### config.mk
export PLATFORM = sky130hd
export DESIGN_NAME = alu_flat
export DESIGN_NICKNAME = d
export VERILOG_FILES = /design/src/rtl/alu_if.sv /design/src/rtl/alu.sv /design/src/flat_wrapper.sv
export SDC_FILE = /design/constraint.sdc
export NUM_CORES = 1
export LEC_CHECK = 0
export ABC_AREA = 1
export CORE_AREA = 5 5 160 162
export CTS_CLUSTER_DIAMETER = 200
export DETAILED_ROUTE_END_ITERATION = 10
export DIE_AREA = 0 0 165 167
export PLACE_DENSITY_LB_ADDON = 0.05
export SYNTH_ARGS = -nofsm -noshare
export SYNTH_HDL_FRONTEND = slang
export SYNTH_SLANG_ARGS = --single-unit
### constraint.sdc
create_clock -name clk -period 4.8 [get_ports clk]
set_input_delay 0.96 -clock clk [delete_from_list [all_inputs] [get_ports clk]]
set_output_delay 0.96 -clock clk [all_outputs]
set_load 0.01 [all_outputs]
### src/rtl/alu_if.sv
// Operand/opcode/result bundle between the multicycle datapath and its ALU.
interface alu_if;
  logic [31:0] A32;
  logic [31:0] B32;
  logic [3:0]  ALUop;
  logic [31:0] out32;
  logic        zero;
  logic        overflow;
  logic [31:0] out_q;

  modport master (
    output A32, B32, ALUop,
    input  out32, zero, overflow, out_q
  );

  modport slave (
    input  A32, B32, ALUop,
    output out32, zero, overflow, out_q
  );
endinterface

### src/rtl/alu.sv
// 32-bit MIPS integer ALU: combinational result/zero/overflow plus the
// ALUOut register that holds the result for later multicycle states.
module alu (
  input  logic   clk,
  input  logic   rst,
  alu_if.slave   bus
);
  localparam int unsigned DW = 32;
  localparam int unsigned SW = 5;
  localparam int unsigned OW = 4;

  localparam logic [OW-1:0] OP_AND  = 4'b0000;
  localparam logic [OW-1:0] OP_OR   = 4'b0001;
  localparam logic [OW-1:0] OP_ADD  = 4'b0010;
  localparam logic [OW-1:0] OP_XOR  = 4'b0011;
  localparam logic [OW-1:0] OP_SLL  = 4'b0100;
  localparam logic [OW-1:0] OP_SRL  = 4'b0101;
  localparam logic [OW-1:0] OP_SUB  = 4'b0110;
  localparam logic [OW-1:0] OP_SLT  = 4'b0111;
  localparam logic [OW-1:0] OP_SRA  = 4'b1000;
  localparam logic [OW-1:0] OP_SLTU = 4'b1001;
  localparam logic [OW-1:0] OP_NOR  = 4'b1100;

  logic [DW-1:0] a;
  logic [DW-1:0] b;
  logic [SW-1:0] shamt;
  logic [DW-1:0] sum;
  logic [DW-1:0] diff;
  logic          slt_s;
  logic          slt_u;
  logic          add_ovf;
  logic          sub_ovf;
  logic [DW-1:0] res;
  logic          ovf;

  assign a     = bus.A32;
  assign b     = bus.B32;
  assign shamt = bus.B32[SW-1:0];

  // Separate adder and subtractor so each overflow rule sees its own sign bit.
  assign sum  = a + b;
  assign diff = a - b;

  // True comparisons, independent of the wrapped subtraction result.
  assign slt_s = $signed(a) < $signed(b);
  assign slt_u = a < b;

  assign add_ovf = (a[DW-1] == b[DW-1]) && (sum[DW-1]  != a[DW-1]);
  assign sub_ovf = (a[DW-1] != b[DW-1]) && (diff[DW-1] != a[DW-1]);

  // Result and overflow select; undefined codes give a clean zero.
  always_comb begin
    res = '0;
    ovf = 1'b0;
    case (bus.ALUop)
      OP_AND:  res = a & b;
      OP_OR:   res = a | b;
      OP_ADD:  begin
        res = sum;
        ovf = add_ovf;
      end
      OP_XOR:  res = a ^ b;
      OP_SLL:  res = a << shamt;
      OP_SRL:  res = a >> shamt;
      OP_SUB:  begin
        res = diff;
        ovf = sub_ovf;
      end
      OP_SLT:  res = DW'(slt_s);
      OP_SRA:  res = DW'($signed(a) >>> shamt);
      OP_SLTU: res = DW'(slt_u);
      OP_NOR:  res = ~(a | b);
      default: begin
        res = '0;
        ovf = 1'b0;
      end
    endcase
  end

  assign bus.out32    = res;
  assign bus.zero     = (res == '0);
  assign bus.overflow = ovf;

  // ALUOut: loads every cycle, cleared asynchronously.
  always_ff @(posedge clk or posedge rst) begin
    if (rst) begin
      bus.out_q <= '0;
    end else begin
      bus.out_q <= res;
    end
  end
endmodule

### src/flat_wrapper.sv
// flat-port wrapper written by rule: the top's interface ports become plain ports
module alu_flat 
  (clk, rst, bus_A32, bus_B32, bus_ALUop, bus_out32, bus_zero, bus_overflow, bus_out_q);
  alu_if bus_i ();
  input  logic clk;
  input  logic rst;
  input wire logic [$bits(bus_i.A32)-1:0] bus_A32;
  input wire logic [$bits(bus_i.B32)-1:0] bus_B32;
  input wire logic [$bits(bus_i.ALUop)-1:0] bus_ALUop;
  output wire logic [$bits(bus_i.out32)-1:0] bus_out32;
  output wire logic [$bits(bus_i.zero)-1:0] bus_zero;
  output wire logic [$bits(bus_i.overflow)-1:0] bus_overflow;
  output wire logic [$bits(bus_i.out_q)-1:0] bus_out_q;
  assign bus_i.A32 = bus_A32;
  assign bus_i.B32 = bus_B32;
  assign bus_i.ALUop = bus_ALUop;
  assign bus_out32 = bus_i.out32;
  assign bus_zero = bus_i.zero;
  assign bus_overflow = bus_i.overflow;
  assign bus_out_q = bus_i.out_q;
  alu u_core (.clk(clk), .rst(rst), .bus(bus_i));
endmodule
==> results.toml <==
[grt]
grt_pass1_vias = 16900
met2_usage_pct = 65.6
grt_max_degree = 76
antenna_found_initial = 4
grt_use_met3_pct = 10.1
grt_util_met1_pct = 53.1
gr-total-overflow = 0
grt_pass1_wl_mm = 91.5
grt_usage_pct = 42.7
top_usage_layer = "met2"

[pwr]
swShare_pct = 47.7
p_int_mw = 1.44
clkPwrFrac_pct = 15.0
ir_drop_mv = 0.126
pwr-share-seq_pct = 11.3
power_leakage_nw = 9.89
power.total_mw = 2.76
combPwrFrac_pct = 73.7
power_density_nw_per_um2 = 157
power.switching_mw = 1.32

[clock_network]
cts_tree = "done"
htreeDepth = 2
ctsRootBufferMaster = "clkbuf_16"
clockBufferDepth = 2
clk_pin_slew_ps = 60
postCtsHoldBufs = 0
cts.sinks = 32
numCtsBuffers = 5

[synthesis]
synth_flop_cell = "dfrtp_1"
ys_ff_latch = 32
synthXorXnorAreaFrac_pct = 0.148
synth-edff-count = 0
ys_seq_area_share_pct = 6.77
ys_types = 49
synth_fa_ha_area_share_pct = 11.3
synth_fp_nets = 2487
syn_inst = 2311
yosysWarnings = 0
yosys.area.top_type = "nand2_1"
synth_top_family_by_area = "simple AND/OR/NAND/NOR gates"
syn-cell-area_sq_um = 11800
synth-simple-area-share_pct = 58.6
synth_most_common_cell = "nand2_1"
synthArstFlopShare_pct = 100
synth-compound-area-share_pct = 7.18
synth_mux_area_share_pct = 0
ys_top_cells_by_count = "nand2_1 (779), nand3_1 (469), inv_1 (330)"
synth_top_area_share_pct = 24.7
syn_area_per_cell_sq_um = 5.12
synth_area_leaders = "nand2_1 (25%), nand3_1 (20%), ha_1 (11%)"

[timing]
fmax_ghz = 0.212
finalCritPeriodShare_pct = 98.4
tns_ps = 0
setup_viol = 0
grt_setup_unrepaired = "yes"
worstMarginPinSlew_ps = 560
relSlewSlack_pct = 62.6
final_max_slew_viol_count = 0
fin_crit_ps = 4720
fin_ws_ps = 78.7
hold_violations = 0

[setup_path]
cp_top_family = "buffers and inverters"
worstPathCellList = "clkdlybuf4s50_1 -> inv_1 -> ha_1 -> buf_4 -> inv_1 -> o21bai_1 -> nand3_1 -> nand3_1 -> nor2_1 -> nand2_1 -> nand2_1 -> nand3_1 -> nand3_2 -> buf_4 -> clkdlybuf4s50_1"
critPathMaxFanout = 5
required_ps = 3840
cp_num_buf_inv = 6
crit_cells = 15
worstPathArrival_ps = 3760
cpMaxStageDelayCell = "clkdlybuf4s50_1"
endpoint_kind = "output port"
worst-setup-path-type = "in2out"
max_stage_delay_ps = 530
start_kind = "primary input"
cpMostUsedCell = "nand3_1"

[final_layout]
drive_gt1_share_pct = 24.7
area_growth_pct = 48.4
largest_reg_flops = 32
reg_top3 = "u_core.bus.out_q (32)"
largest-register = "u_core.bus.out_q"
fin_area_sq_um = 17500
nets = 2966
finalNonFillerCells = 3120

[place]
place_inst = 3098
dp_hpwl_mm = 50.5
dp_slack_ps = -747
port_buffers = 135
place_congestion = 1.12
dpl_cell_area_sq_um = 16400

[drt]
wirelength_mm = 61.7
drtIter0Drc = 2620
drc = 0
vias_per_cell = 5.76
postRouteAntennaNets = 0
first_pass_iters = 9
post_drt_wl_per_cell_um = 19.8
vias = 18000

[min_path]
hp-class = "in2async"

[die]
die_area_sq_um = 27600
rows = 57
die_h_um = 167
initial_core_util_pct = 49.4
die_w_um = 165
core-area_sq_um = 24000
pin_count = 136

[job]
maxCapViolCount = 0

[run_status]
status = "completed"
how the worst max path moves through the flow:
stage,start,end,slack (ps)
3_3_place_gp,bus_B32[10],bus_overflow,-690
3_5_place_dp,bus_B32[10],bus_overflow,-750
4_1_cts,bus_B32[25],bus_overflow,-10
6_report,bus_A32[28],bus_out32[31],80
5_1_grt,bus_B32[6],bus_zero,-40
2_1_floorplan,bus_B32[3],bus_zero,480
per-layer routing:
| layer | up-vias | routed length, um |
|---|---|---|
| met3 | 347 | 7670 |
| met4 | 2 | 4910 |
| met2 | 1278 | 26600 |
| li1 | 8314 | - |
| met1 | 8016 | 22600 |
| met5 | - | 13 |
per-stage QoR:
step / utilization (%) / hold slack (ps)
floorplan: - / 1080
global placement: 68.5 / 1380
detailed placement: 68.5 / 1400
CTS: 70.7 / 1100
global route: 73.2 / 1140
finish: 73.2 / 1080
kinds of logic after synthesis:
family,after synthesis
compound gates,144
flops,32
buf+inv,448
simple gates,1579
fa+ha+maj,106
xor+xnor,2
repair_timing:
action / 4_1_cts / 5_1_grt
endpoints found under the hold margin: 0 / 0
setup endpoints to repair: 26 / 27
setup buffers: 3 / 6
gates resized for setup: 96 / 140
pin swaps: 8 / 23
power groups by stage:
stage | Sequential (mW) | Combinational (mW) | Clock, mW
CTS | 0.312 | 1.88 | 0.413
floorplan | 0.336 | 0.867 | 0
global placement | 0.316 | 1.80 | 0
detailed placement | 0.317 | 1.82 | 0
finish | 0.312 | 2.04 | 0.414
global route | 0.315 | 2.16 | 0.426
layout make-up:
| cell class | instances | area [sq um] |
|---|---|---|
| multi-input cells | 1831 | 9970 |
| flip-flops and latches | 32 | 801 |
| diodes | 5 | 12.5 |
| inverters | 344 | 1300 |
| clock buffers | 7 | 153 |
| well taps | 324 | 405 |
| clock inverters | 1 | 30.0 |
| fillers | 2146 | 6410 |
| repair buffers | 576 | 4880 |
placed cells by master, fill, tap and decap left out, types with 6 or more instances in the layout:
cell / instances
dlygate4sd2_1: 9
nor2_4: 17
o21ai_0: 24
nand2_4: 7
inv_1: 321
buf_12: 16
dlymetal6s2s_1: 16
or2_2: 6
inv_2: 21
nor3_1: 9
nor2_1: 155
ha_1: 74
a21oi_2: 12
ha_4: 27
o21bai_1: 6
dfrtp_1: 32
nor2_2: 41
clkdlybuf4s50_1: 106
a21oi_1: 43
o211ai_1: 8
nand4_1: 28
nand3_1: 448
o21ai_1: 14
nand3_2: 34
and3_1: 7
buf_4: 421
nand2_2: 49
nand2_1: 752
and2_1: 14
o22ai_1: 14
No activity file was read; power rests on OpenSTA's default activity.
